**src/rtl/pipe_pkg.sv**
```systemverilog
// Shared pipeline constants and the ID/EX control bundle for the RV32I core.
// Used by id_ex_stage and load_use_detect.
package pipe_pkg;

    localparam logic [4:0] BR_NONE = 5'b00000;

    localparam logic [1:0] WB_ALU  = 2'b00;
    localparam logic [1:0] WB_MEM  = 2'b01;
    localparam logic [1:0] WB_PC4  = 2'b10;

    typedef struct packed {
        logic       ru_wr;
        logic       alu_a_src;
        logic       alu_b_src;
        logic       dm_wr;
        logic [3:0] alu_op;
        logic [4:0] br_op;
        logic [2:0] dm_ctrl;
        logic [1:0] wb_src;
    } id_ex_ctrl_t;

    // A bubble must never write the register file or memory, and never branch.
    localparam id_ex_ctrl_t BUBBLE_CTRL = '{
        ru_wr:     1'b0,
        alu_a_src: 1'b0,
        alu_b_src: 1'b0,
        dm_wr:     1'b0,
        alu_op:    4'd0,
        br_op:     BR_NONE,
        dm_ctrl:   3'd0,
        wb_src:    WB_ALU
    };

endpackage

```
**src/rtl/load_use_detect.sv**
```systemverilog
// Combinational load-use hazard detector: a load in EX whose destination is
// read by the instruction currently in ID.
module load_use_detect
    import pipe_pkg::*;
#(
    parameter int REG_AW = 5
) (
    input  logic              valid_ex_i,
    input  logic              ru_wr_ex_i,
    input  logic [1:0]        wb_src_ex_i,
    input  logic [REG_AW-1:0] rd_ex_i,
    input  logic [REG_AW-1:0] rs1_id_i,
    input  logic [REG_AW-1:0] rs2_id_i,
    input  logic              uses_rs1_id_i,
    input  logic              uses_rs2_id_i,
    output logic              load_use_o
);

    logic ex_is_load;
    logic rs1_hit;
    logic rs2_hit;

    // x0 is hardwired to zero, so a load targeting it can never create a dependency.
    assign ex_is_load = valid_ex_i && ru_wr_ex_i && (wb_src_ex_i == WB_MEM)
                        && (rd_ex_i != '0);
    assign rs1_hit    = uses_rs1_id_i && (rs1_id_i == rd_ex_i);
    assign rs2_hit    = uses_rs2_id_i && (rs2_id_i == rd_ex_i);
    assign load_use_o = ex_is_load && (rs1_hit || rs2_hit);

endmodule

```
**src/rtl/id_ex_stage.sv**
```systemverilog
// ID/EX pipeline register with load-use stall and branch-flush bubble insertion.
// Optional stall/flush event counters are enabled by defining ID_EX_PERF_CNT_EN.
module id_ex_stage
    import pipe_pkg::*;
#(
    parameter int XLEN   = 32,
    parameter int REG_AW = 5
) (
    input  logic              clk,
    input  logic              rst_n,

    input  logic [XLEN-1:0]   pc_id,
    input  logic [XLEN-1:0]   pc_plus4_id,
    input  logic [REG_AW-1:0] rs1_id,
    input  logic [REG_AW-1:0] rs2_id,
    input  logic [REG_AW-1:0] rd_id,
    input  logic              uses_rs1_id,
    input  logic              uses_rs2_id,
    input  logic [XLEN-1:0]   ru_rs1_id,
    input  logic [XLEN-1:0]   ru_rs2_id,
    input  logic [XLEN-1:0]   imm_id,
    input  logic              valid_id,
    input  logic              RUWr_id,
    input  logic              ALUASrc_id,
    input  logic              ALUBSrc_id,
    input  logic              DMWr_id,
    input  logic [3:0]        ALUOp_id,
    input  logic [4:0]        BrOp_id,
    input  logic [2:0]        DMCtrl_id,
    input  logic [1:0]        RUDataWrSrc_id,
    input  logic              br_taken_ex,

    output logic [XLEN-1:0]   pc_ex,
    output logic [XLEN-1:0]   pc_plus4_ex,
    output logic [REG_AW-1:0] rs1_ex,
    output logic [REG_AW-1:0] rs2_ex,
    output logic [REG_AW-1:0] rd_ex,
    output logic              uses_rs1_ex,
    output logic              uses_rs2_ex,
    output logic [XLEN-1:0]   ru_rs1_ex,
    output logic [XLEN-1:0]   ru_rs2_ex,
    output logic [XLEN-1:0]   imm_ex,
    output logic              valid_ex,
    output logic              RUWr_ex,
    output logic              ALUASrc_ex,
    output logic              ALUBSrc_ex,
    output logic              DMWr_ex,
    output logic [3:0]        ALUOp_ex,
    output logic [4:0]        BrOp_ex,
    output logic [2:0]        DMCtrl_ex,
    output logic [1:0]        RUDataWrSrc_ex,
    output logic              stall_o,
    output logic              bubble_o
`ifdef ID_EX_PERF_CNT_EN
    ,
    output logic [31:0]       stall_cnt_o,
    output logic [31:0]       flush_cnt_o
`endif
);

    id_ex_ctrl_t       ctrl_id;
    id_ex_ctrl_t       ctrl_d, ctrl_q;
    logic              valid_d, valid_q;
    logic [XLEN-1:0]   pc_d, pc_q;
    logic [XLEN-1:0]   pc_plus4_d, pc_plus4_q;
    logic [REG_AW-1:0] rs1_d, rs1_q;
    logic [REG_AW-1:0] rs2_d, rs2_q;
    logic [REG_AW-1:0] rd_d, rd_q;
    logic              uses_rs1_d, uses_rs1_q;
    logic              uses_rs2_d, uses_rs2_q;
    logic [XLEN-1:0]   ru_rs1_d, ru_rs1_q;
    logic [XLEN-1:0]   ru_rs2_d, ru_rs2_q;
    logic [XLEN-1:0]   imm_d, imm_q;

    logic load_use;
    logic flush;
    logic take_bubble;

    load_use_detect #(
        .REG_AW (REG_AW)
    ) u_load_use_detect (
        .valid_ex_i    (valid_q),
        .ru_wr_ex_i    (ctrl_q.ru_wr),
        .wb_src_ex_i   (ctrl_q.wb_src),
        .rd_ex_i       (rd_q),
        .rs1_id_i      (rs1_id),
        .rs2_id_i      (rs2_id),
        .uses_rs1_id_i (uses_rs1_id),
        .uses_rs2_id_i (uses_rs2_id),
        .load_use_o    (load_use)
    );

    // A wrong-path ID instruction is discarded, so a flush suppresses the stall.
    assign flush       = br_taken_ex;
    assign take_bubble = flush || load_use;
    assign stall_o     = load_use && !flush;
    assign bubble_o    = take_bubble;

    // Side-effecting controls of a non-instruction are neutralised at capture.
    always_comb begin
        ctrl_id = '{
            ru_wr:     RUWr_id && valid_id,
            alu_a_src: ALUASrc_id,
            alu_b_src: ALUBSrc_id,
            dm_wr:     DMWr_id && valid_id,
            alu_op:    ALUOp_id,
            br_op:     valid_id ? BrOp_id : BR_NONE,
            dm_ctrl:   DMCtrl_id,
            wb_src:    RUDataWrSrc_id
        };
    end

    always_comb begin
        // NOTE: every _d gets a value before the branch so no path leaves one unassigned (no latch).
        valid_d    = valid_id;
        ctrl_d     = ctrl_id;
        pc_d       = pc_id;
        pc_plus4_d = pc_plus4_id;
        rs1_d      = rs1_id;
        rs2_d      = rs2_id;
        rd_d       = rd_id;
        uses_rs1_d = uses_rs1_id;
        uses_rs2_d = uses_rs2_id;
        ru_rs1_d   = ru_rs1_id;
        ru_rs2_d   = ru_rs2_id;
        imm_d      = imm_id;
        if (take_bubble) begin
            // Zeroed indices keep the forwarding unit from matching a bubble.
            valid_d    = 1'b0;
            ctrl_d     = BUBBLE_CTRL;
            pc_d       = '0;
            pc_plus4_d = '0;
            rs1_d      = '0;
            rs2_d      = '0;
            rd_d       = '0;
            uses_rs1_d = 1'b0;
            uses_rs2_d = 1'b0;
            ru_rs1_d   = '0;
            ru_rs2_d   = '0;
            imm_d      = '0;
        end
    end

    always_ff @(posedge clk or negedge rst_n) begin
        if (!rst_n) begin
            valid_q    <= 1'b0;
            ctrl_q     <= BUBBLE_CTRL;
            pc_q       <= '0;
            pc_plus4_q <= '0;
            rs1_q      <= '0;
            rs2_q      <= '0;
            rd_q       <= '0;
            uses_rs1_q <= 1'b0;
            uses_rs2_q <= 1'b0;
            ru_rs1_q   <= '0;
            ru_rs2_q   <= '0;
            imm_q      <= '0;
        end else begin
            // NOTE: non-blocking so every register samples the pre-edge values of the others.
            valid_q    <= valid_d;
            ctrl_q     <= ctrl_d;
            pc_q       <= pc_d;
            pc_plus4_q <= pc_plus4_d;
            rs1_q      <= rs1_d;
            rs2_q      <= rs2_d;
            rd_q       <= rd_d;
            uses_rs1_q <= uses_rs1_d;
            uses_rs2_q <= uses_rs2_d;
            ru_rs1_q   <= ru_rs1_d;
            ru_rs2_q   <= ru_rs2_d;
            imm_q      <= imm_d;
        end
    end

    assign pc_ex          = pc_q;
    assign pc_plus4_ex    = pc_plus4_q;
    assign rs1_ex         = rs1_q;
    assign rs2_ex         = rs2_q;
    assign rd_ex          = rd_q;
    assign uses_rs1_ex    = uses_rs1_q;
    assign uses_rs2_ex    = uses_rs2_q;
    assign ru_rs1_ex      = ru_rs1_q;
    assign ru_rs2_ex      = ru_rs2_q;
    assign imm_ex         = imm_q;
    assign valid_ex       = valid_q;
    assign RUWr_ex        = ctrl_q.ru_wr;
    assign ALUASrc_ex     = ctrl_q.alu_a_src;
    assign ALUBSrc_ex     = ctrl_q.alu_b_src;
    assign DMWr_ex        = ctrl_q.dm_wr;
    assign ALUOp_ex       = ctrl_q.alu_op;
    assign BrOp_ex        = ctrl_q.br_op;
    assign DMCtrl_ex      = ctrl_q.dm_ctrl;
    assign RUDataWrSrc_ex = ctrl_q.wb_src;

`ifdef ID_EX_PERF_CNT_EN
    logic [31:0] stall_cnt_q;
    logic [31:0] flush_cnt_q;

    always_ff @(posedge clk or negedge rst_n) begin
        if (!rst_n) begin
            stall_cnt_q <= '0;
            flush_cnt_q <= '0;
        end else begin
            if (flush) begin
                flush_cnt_q <= flush_cnt_q + 32'd1;
            end else if (load_use) begin
                stall_cnt_q <= stall_cnt_q + 32'd1;
            end
        end
    end

    assign stall_cnt_o = stall_cnt_q;
    assign flush_cnt_o = flush_cnt_q;
`endif

endmodule
```
**config.mk**
```make
export PLATFORM = sky130hd
export DESIGN_NAME = id_ex_stage
export DESIGN_NICKNAME = d
export VERILOG_FILES = /design/src/rtl/pipe_pkg.sv /design/src/rtl/load_use_detect.sv /design/src/rtl/id_ex_stage.sv
export SDC_FILE = /design/constraint.sdc
export NUM_CORES = 1
export LEC_CHECK = 0
export CORE_AREA = 2 2 154 156
export CTS_BUF_LIST = sky130_fd_sc_hd__clkbuf_16
export CTS_CLUSTER_SIZE = 8
export DETAILED_ROUTE_END_ITERATION = 10
export DIE_AREA = 0 0 156 158
export DONT_BUFFER_PORTS = 1
export GPL_TIMING_DRIVEN = 0
export PLACE_DENSITY = 0.56
export SYNTH_ARGS = -nofsm -noshare
export SYNTH_HDL_FRONTEND = slang
export SYNTH_SLANG_ARGS = --single-unit
```
**constraint.sdc**
```tcl
create_clock -name clk -period 1.9 [get_ports clk]
set_input_delay 0.38 -clock clk [delete_from_list [all_inputs] [get_ports clk]]
set_output_delay 0.38 -clock clk [all_outputs]
set_load 0.1 [all_outputs]
```
Word-level counts from Yosys, hierarchy flattened. Index checks and enable logic that the tools add are counted.

Register bits after elaboration: 196. Output and inout port bits: 198. Input bits: 199.

Equal/unequal tests: 3. Multiplexer cells: 13. Reduce and logical (&&, ||, !) cells: 13.

Operators with widths (count): $mux 32 (5); $mux 5 (4); $mux 18 (1); $eq 5x5->1 (2); $logic_and 1x1->1 (9); $reduce_bool 5->1 (1); $mux 1 (3); $eq 2x1->1 const B (1); $logic_or 1x1->1 (2); $logic_not 1->1 (1).

Longest topological paths before layout.
Word-level depth: 6. Depth in mapped cells: 6. Depth with buffers taken out: 4.

By module. From an unflattened synthesis, not the netlist that was laid out.

Cells, all modules: 456. Area total of the unflattened synthesis: 7564.8 um^2.

Modules (own cells, without submodules): id_ex_stage (seq. area each 4904.7 um^2, area each 7422.1 um^2, cells an instance 438, times used 1); load_use_detect (seq. area each 0.0 um^2, area each 142.6 um^2, cells an instance 18, times used 1).

Worst setup path before layout. Ideal clock, no wire load.

Kind: reg2out. From: register rd_q[0] (netlist: rd_ex[0]). To: output stall_o. Stages on the path, launching flop included: 6. Arrival time: 2588 ps. Path buffers: 1. Slack: -1068 ps. Cell sequence: dfrtp_1 xnor2_1 nand4_1 o22ai_2 buf_2 and3b_1.

Cells in the longest elaborated chain, start to end: 5. Elaborated cells on any way between the ends: 9. Classes of those cells: eq/ne: 2; reduce/logical: 7.

Ends and longest elaborated chain: start, declared (RTL line id_ex_stage.sv:68) `logic [REG_AW-1:0] rd_d, rd_q;`; start signal, assigned (RTL line id_ex_stage.sv:166) `rd_q <= rd_d;`; $eq 5x5->1, on equally long branches (RTL line load_use_detect.sv:26, load_use_detect.sv:27); $logic_and 1x1->1, on equally long branches (RTL line load_use_detect.sv:26, load_use_detect.sv:27); $logic_or 1x1->1 (RTL line load_use_detect.sv:28) `assign load_use_o = ex_is_load && (rs1_hit || rs2_hit);`; $logic_and 1x1->1 * (RTL line load_use_detect.sv:28); $logic_and 1x1->1 * (RTL line id_ex_stage.sv:96) `assign stall_o = load_use && !flush;`; end, declared (RTL line id_ex_stage.sv:52) `output logic stall_o,`.

Every way passes the cells marked *; elsewhere a longest branch is shown, timed or not.

Worst setup path in the final report.
From: register rd_q[4] (netlist: rd_ex[4]). To: output stall_o.

Same word-level chain as after synthesis.

==> out/results.txt <==
Outcome = complete, but fails checks
Failing checks = hold timing, setup timing
Cell area after synthesis = 7545 um2
Post-route setup slack = -0.7239 ns
WL final = 21.64 mm
CTS sink count = 196
Critical path class = register to output pin
DP Area = 7961 um2
Final Wtd Congestion = 0.7826
Cells after Synth = 672
RSZ-0062 raised after global routing = yes
I/O Buffers = 0
Wire per inst = 21.62 um
Register area = 4938 um2
Yosys cell types = 19
Avg Cell Area, Syn = 11.23 um2
Seq/Total Area, Yosys = 65.01%
Worst-Margin Slew = 0.9818 ns
DIE AREA = 24650 um2
Antenna Cells = 0
Io pins = 397
First-pass DRT Iterations = 4
Startpoint types = register
Worst Path Max Fanout = 4
Clk_skew = 0.01069 ns
Final Cell Area = 8708 um2
Max incr delay on CP = 0.66 ns
Synth Register Bits = 196
Via Count = 4955
# rows = 56
Commonest non-fill, non-tap cell in the layout = a21oi_1
Mapped Nets = 871
DRT antenna net count = 0
Slew headroom = 34.59%
Pwr Density = 1140 nW/um2
Fin. max-slew vios = 0
Clock tree buffer depth = 2
Crit path DAT = 2.24 ns
Via-to-Cell Ratio = 4.950
Placement Setup Slack = -0.9819 ns
Placed cell count = 962
Initial DRC Count = 323
Worst Setup End Kind = output pin
Req. time, crit path = 1.52 ns
Endpoints failing setup = 172
Share of post-route cells with drive strength above 1 = 12.94%
DRC = 0
Final period util = 138.1%
Final hold vios = 196
Fill count = 2246
Synth area leaders = dfrtp_1 (65%), nand2b_1 (16%), a21oi_1 (13%)
Final non-filler cell total = 1001
Core occupancy in the finished layout = 37.78%
H-tree depth = 4
Final Critical Period = 2.624 ns
Cells along the critical path = xnor2_4, nand4_1, o22ai_4, buf_6, and3b_4
Yosys warns = 0
Hpwl dp = 15.68 mm
Fmax achieved = 381.1 MHz
CTS clk-pin slew, worst paths = 0.07 ns
Worst path slowest cell = dfrtp_4
Area occupied by multi-input gates = 2450 um2
Final Power = 9926 uW
Area leader, netlist = dfrtp_1
Leak = 0.003994 uW
Vias in the first global route = 5110
Max cap viols = 0
IR drop worst, VDD = 0.4299 mV
Overflow after GRT = 0
Hold Path Class = input port to asynchronous set/reset pin
Initial antenna violation count = 1
CTS buffer count = 17
CTS root buf = clkbuf_16
Global Route Usage Sum = 16.97%
Hold Slack = -0.3493 ns
Global-route wire length before repair = 31.26 mm
Clock latency on the worst-skew pair = 0.42 ns
Initial Utilization = 32.73%
Core ar. = 23050 um2
Die W = 156 um
Most frequent cells in the layout = a21oi_1 (193), nand2b_1 (188), dfrtp_1 (187)
Post-synth top area share = 65.01%
Clock tree from TritonCTS = built
Die span in y = 158 um
Nets = 898
Area grow syn2layout = 15.42%
Largest net degree at the start of global routing = 197
## power breakdown
part | internal [uW] | switching [uW] | leakage [uW] | total, uW
sequential | 4350 | 1730 | 0.00252 | 6080
clock | 1720 | 1670 | 0.000270 | 3390
combinational | 219 | 245 | 0.00121 | 465
## worst paths after layout
| check | start | end | slack, ns | cells past startpoint |
|---|---|---|---|---|
| max | rd_ex[4] | stall_o | -0.72 | 5 |
| min | rst_n | rs1_ex[4] | -0.35 | 0 |
| max reg2reg | RUDataWrSrc_ex[1] | pc_plus4_ex[2] | -0.30 | 6 |
| min reg2reg | RUDataWrSrc_ex[0] | RUWr_ex | 1.22 | 4 |
| max in group asynchronous | rst_n | rd_ex[2] | 1.94 | 0 |
| min in group clk | BrOp_id[2] | BrOp_ex[2] | 0.06 | 2 |
## Yosys cell counts
master	count
a211oi_1	1
nand4b_1	1
a21oi_1	194
buf_4	7
nand2b_1	188
nor2_1	1
dfrtp_1	196
buf_2	16
nor2b_1	1
and3b_1	1
a21oi_2	1
a21boi_0	1
clkbuf_1	40
o22ai_2	1
nand4_1	2
xnor2_1	10
a21o_1	1
nor3_1	1
nand2_1	9
## layer usage
layer / wire [um] / share of wire (%) / vias up / track usage, %
li1: - / - / 2250 / -
met1: 8336 / 39 / 2445 / 20.17
met2: 10770 / 50 / 226 / 27.83
met3: 1995 / 9.2 / 32 / 7.063
met4: 529 / 2.4 / 2 / 5.854
met5: 12 / 0.055 / - / 0
## registers in the layout (all words and copies together), names as in the netlist
name and flops:
ALUASrc_ex 1, ALUBSrc_ex 1, ALUOp_ex 4, BrOp_ex 5, DMCtrl_ex 3, DMWr_ex 1
RUDataWrSrc_ex 2, RUWr_ex 1, imm_ex 32, pc_ex 32, pc_plus4_ex 32, rd_ex 5
rs1_ex 5, rs2_ex 5, ru_rs1_ex 32, ru_rs2_ex 32, uses_rs1_ex 1, uses_rs2_ex 1
valid_ex 1
## cell families after synthesis
family,synth area share [%]
xor+xnor,1.161
flops,65.01
compound gates,13.45
simple gates,16.63
buf+inv,3.748
## worst max-delay path: cells and delay by family, from the launching register on
family	cells	cell delay [ns]
xor+xnor	1	0.21
flops	1	0.66
compound gates	1	0.20
buf+inv	1	0.14
simple gates	2	0.60
## metrics by stage
stage                     hold slack (ns)  TNS (ns)
after floorplan                   0.08441   -0.3455
after global placement            0.08835   -125.94
after detailed placement          0.08863   -120.87
after CTS                         -0.3763    -44.59
after global routing              -0.3857    -45.21
final                             -0.3493    -21.61
## layout make-up
cell class                      instances  share of cell area [%]
Sequential cell                       196                   56.71
Clock inverter                         14                   1.394
Timing Repair Buffer                    8                  0.7328
Clock buffer                           17                   4.885
Tap cell                              290                   4.167
Multi-Input combinational cell        413                   28.13
Buffer                                 63                   3.980
## what timing repair did
action                                 4_1_cts  5_1_grt
resized for setup                           31       13
pin swaps                                    3        6
endpoints found under the hold margin      196      196
setup endpoints to repair                  198      198
buffers inserted                             6        3
No activity file was read; power rests on OpenSTA's default activity.
==> RTL change (same settings) <==
`REG_AW` is set to 5 in 2 places; all go to 4.
--- a/src/rtl/load_use_detect.sv
+++ b/src/rtl/load_use_detect.sv
@@ -5,3 +5,3 @@
 #(
-    parameter int REG_AW = 5
+    parameter int REG_AW = 4
 ) (
--- a/src/rtl/id_ex_stage.sv
+++ b/src/rtl/id_ex_stage.sv
@@ -6,3 +6,3 @@
     parameter int XLEN   = 32,
-    parameter int REG_AW = 5
+    parameter int REG_AW = 4
 ) (
Interface: changed (6 resized); port bits go from 397 to 391. The function was not compared with the original's and may differ.
==> RTL change against the original RTL <==
- the run still ends with negative hold slack, negative setup slack left
- first-iteration DRC count shrank 55%
- clock skew grew 0.0037 ns
- total power grew 1.3%
- cell count shrank 21%
- wire length shrank 19%
- sequential cell count shrank 3
- setup slack lost 0.32 ns
- area after synthesis shrank 16%
- count of clock-buffer cells in the layout is the same
- clock power is essentially flat
- largest cell class unchanged
- register-to-register slack lost 0.30 ns
- critical endpoint is now bubble_o
- cell area grew 1.5%
==> RTL change: results (changes against the original RTL) <==
| Metric | Value |
|---|---|
| Status | `finished, violations left (unchanged)` |
| Failing checks | `negative hold slack, negative setup slack (unchanged)` |
| Area after DPL | `0.00672 mm^2 (was 0.00796 mm^2)` |
| Clk network pwr share | `33.6% (was 34.1%)` |
| Seq/total area | `55.0% (was 56.7%)` |
| Final hold vios | `193 (was 196)` |
| Vias post-DR | `3404 (was 4955)` |
| Synth Register Bits | `193 (was 196)` |
| Fin worst setup slack | `-1.05 ns (was -0.724 ns)` |
| Final setup viols | `195 (was 172)` |
| Sequential Power Share | `59.4% (was 61.2%)` |
| FILL cells | `2121 (was 2246)` |
| Largest net degree at the start of global routing | `194 (was 197)` |
| # Post-CTS Setup Buffers | `22 (was 6)` |
| Top Family by Delay on Critical Path | `buffers and inverters (was flip-flops)` |
| Placed instance count | `717 (was 962)` |
| Most frequent cells after synthesis | `dfrtp_1 (193), and2_1 (186), buf_2 (14) (was dfrtp_1 (196), a21oi_1 (194), nand2b_1 (188))` |
| Nonclk inv count | `3 (was 0)` |
| Sequential-to-total area share from yosys stat | `76.4% (was 65.0%)` |
| Layout cell share with drive strength beyond 1 | `57.5% (was 12.9%)` |
| Initial antenna violation count | `2 (was 1)` |
| DP Wirelength | `11.6 mm (was 15.7 mm)` |
| Routed wire length per instance | `22.0 um (was 21.6 um)` |
| Leak | `4.24 nW (was 3.99 nW)` |
| Worst setup endpoint | `bubble_o (was stall_o)` |
| DRT iter0 DRCs | `144 (was 323)` |
| Final hold slack | `-0.349 ns (about the same)` |
| Count of cell types in the netlist | `16 (was 19)` |
| Worst setup path start | `rd_ex[2] (was rd_ex[4])` |
-- RTL change: worst reg2reg max path, cell delays in order (launching register included) --
cell and delay (ns):
dfrtp_4 0.62, nand4b_1 0.24, buf_6 0.16, nor4_4 0.35, a221oi_4 0.14, buf_4 0.19
buf_12 0.14, buf_16 0.15, buf_12 0.15, buf_8 0.12, and2_4 0.14
-- RTL change: metal layers --
metal / vias to the layer above / part of all wire, % / track usage [%]
met1: 1732 / 36 / 14.9
met4: 4 / 1.8 / 4.72
met3: 22 / 9.4 / 6.21
met2: 213 / 52 / 23.6
li1: 1433 / - / -
met5: - / 0.13 / 0
-- RTL change: per-stage QoR --
step	util (%)	power (W)	setup slack (ns)	TNS (ns)
after floorplan	-	0.00622	-0.569	-19.46
after global placement	29.2	0.00632	-0.822	-85.35
after detailed placement	29.2	0.00634	-0.873	-103.91
after CTS	38.2	0.0102	-1.06	-114.53
after global routing	38.3	0.0105	-1.11	-110.44
final	38.3	0.0101	-1.05	-98.89
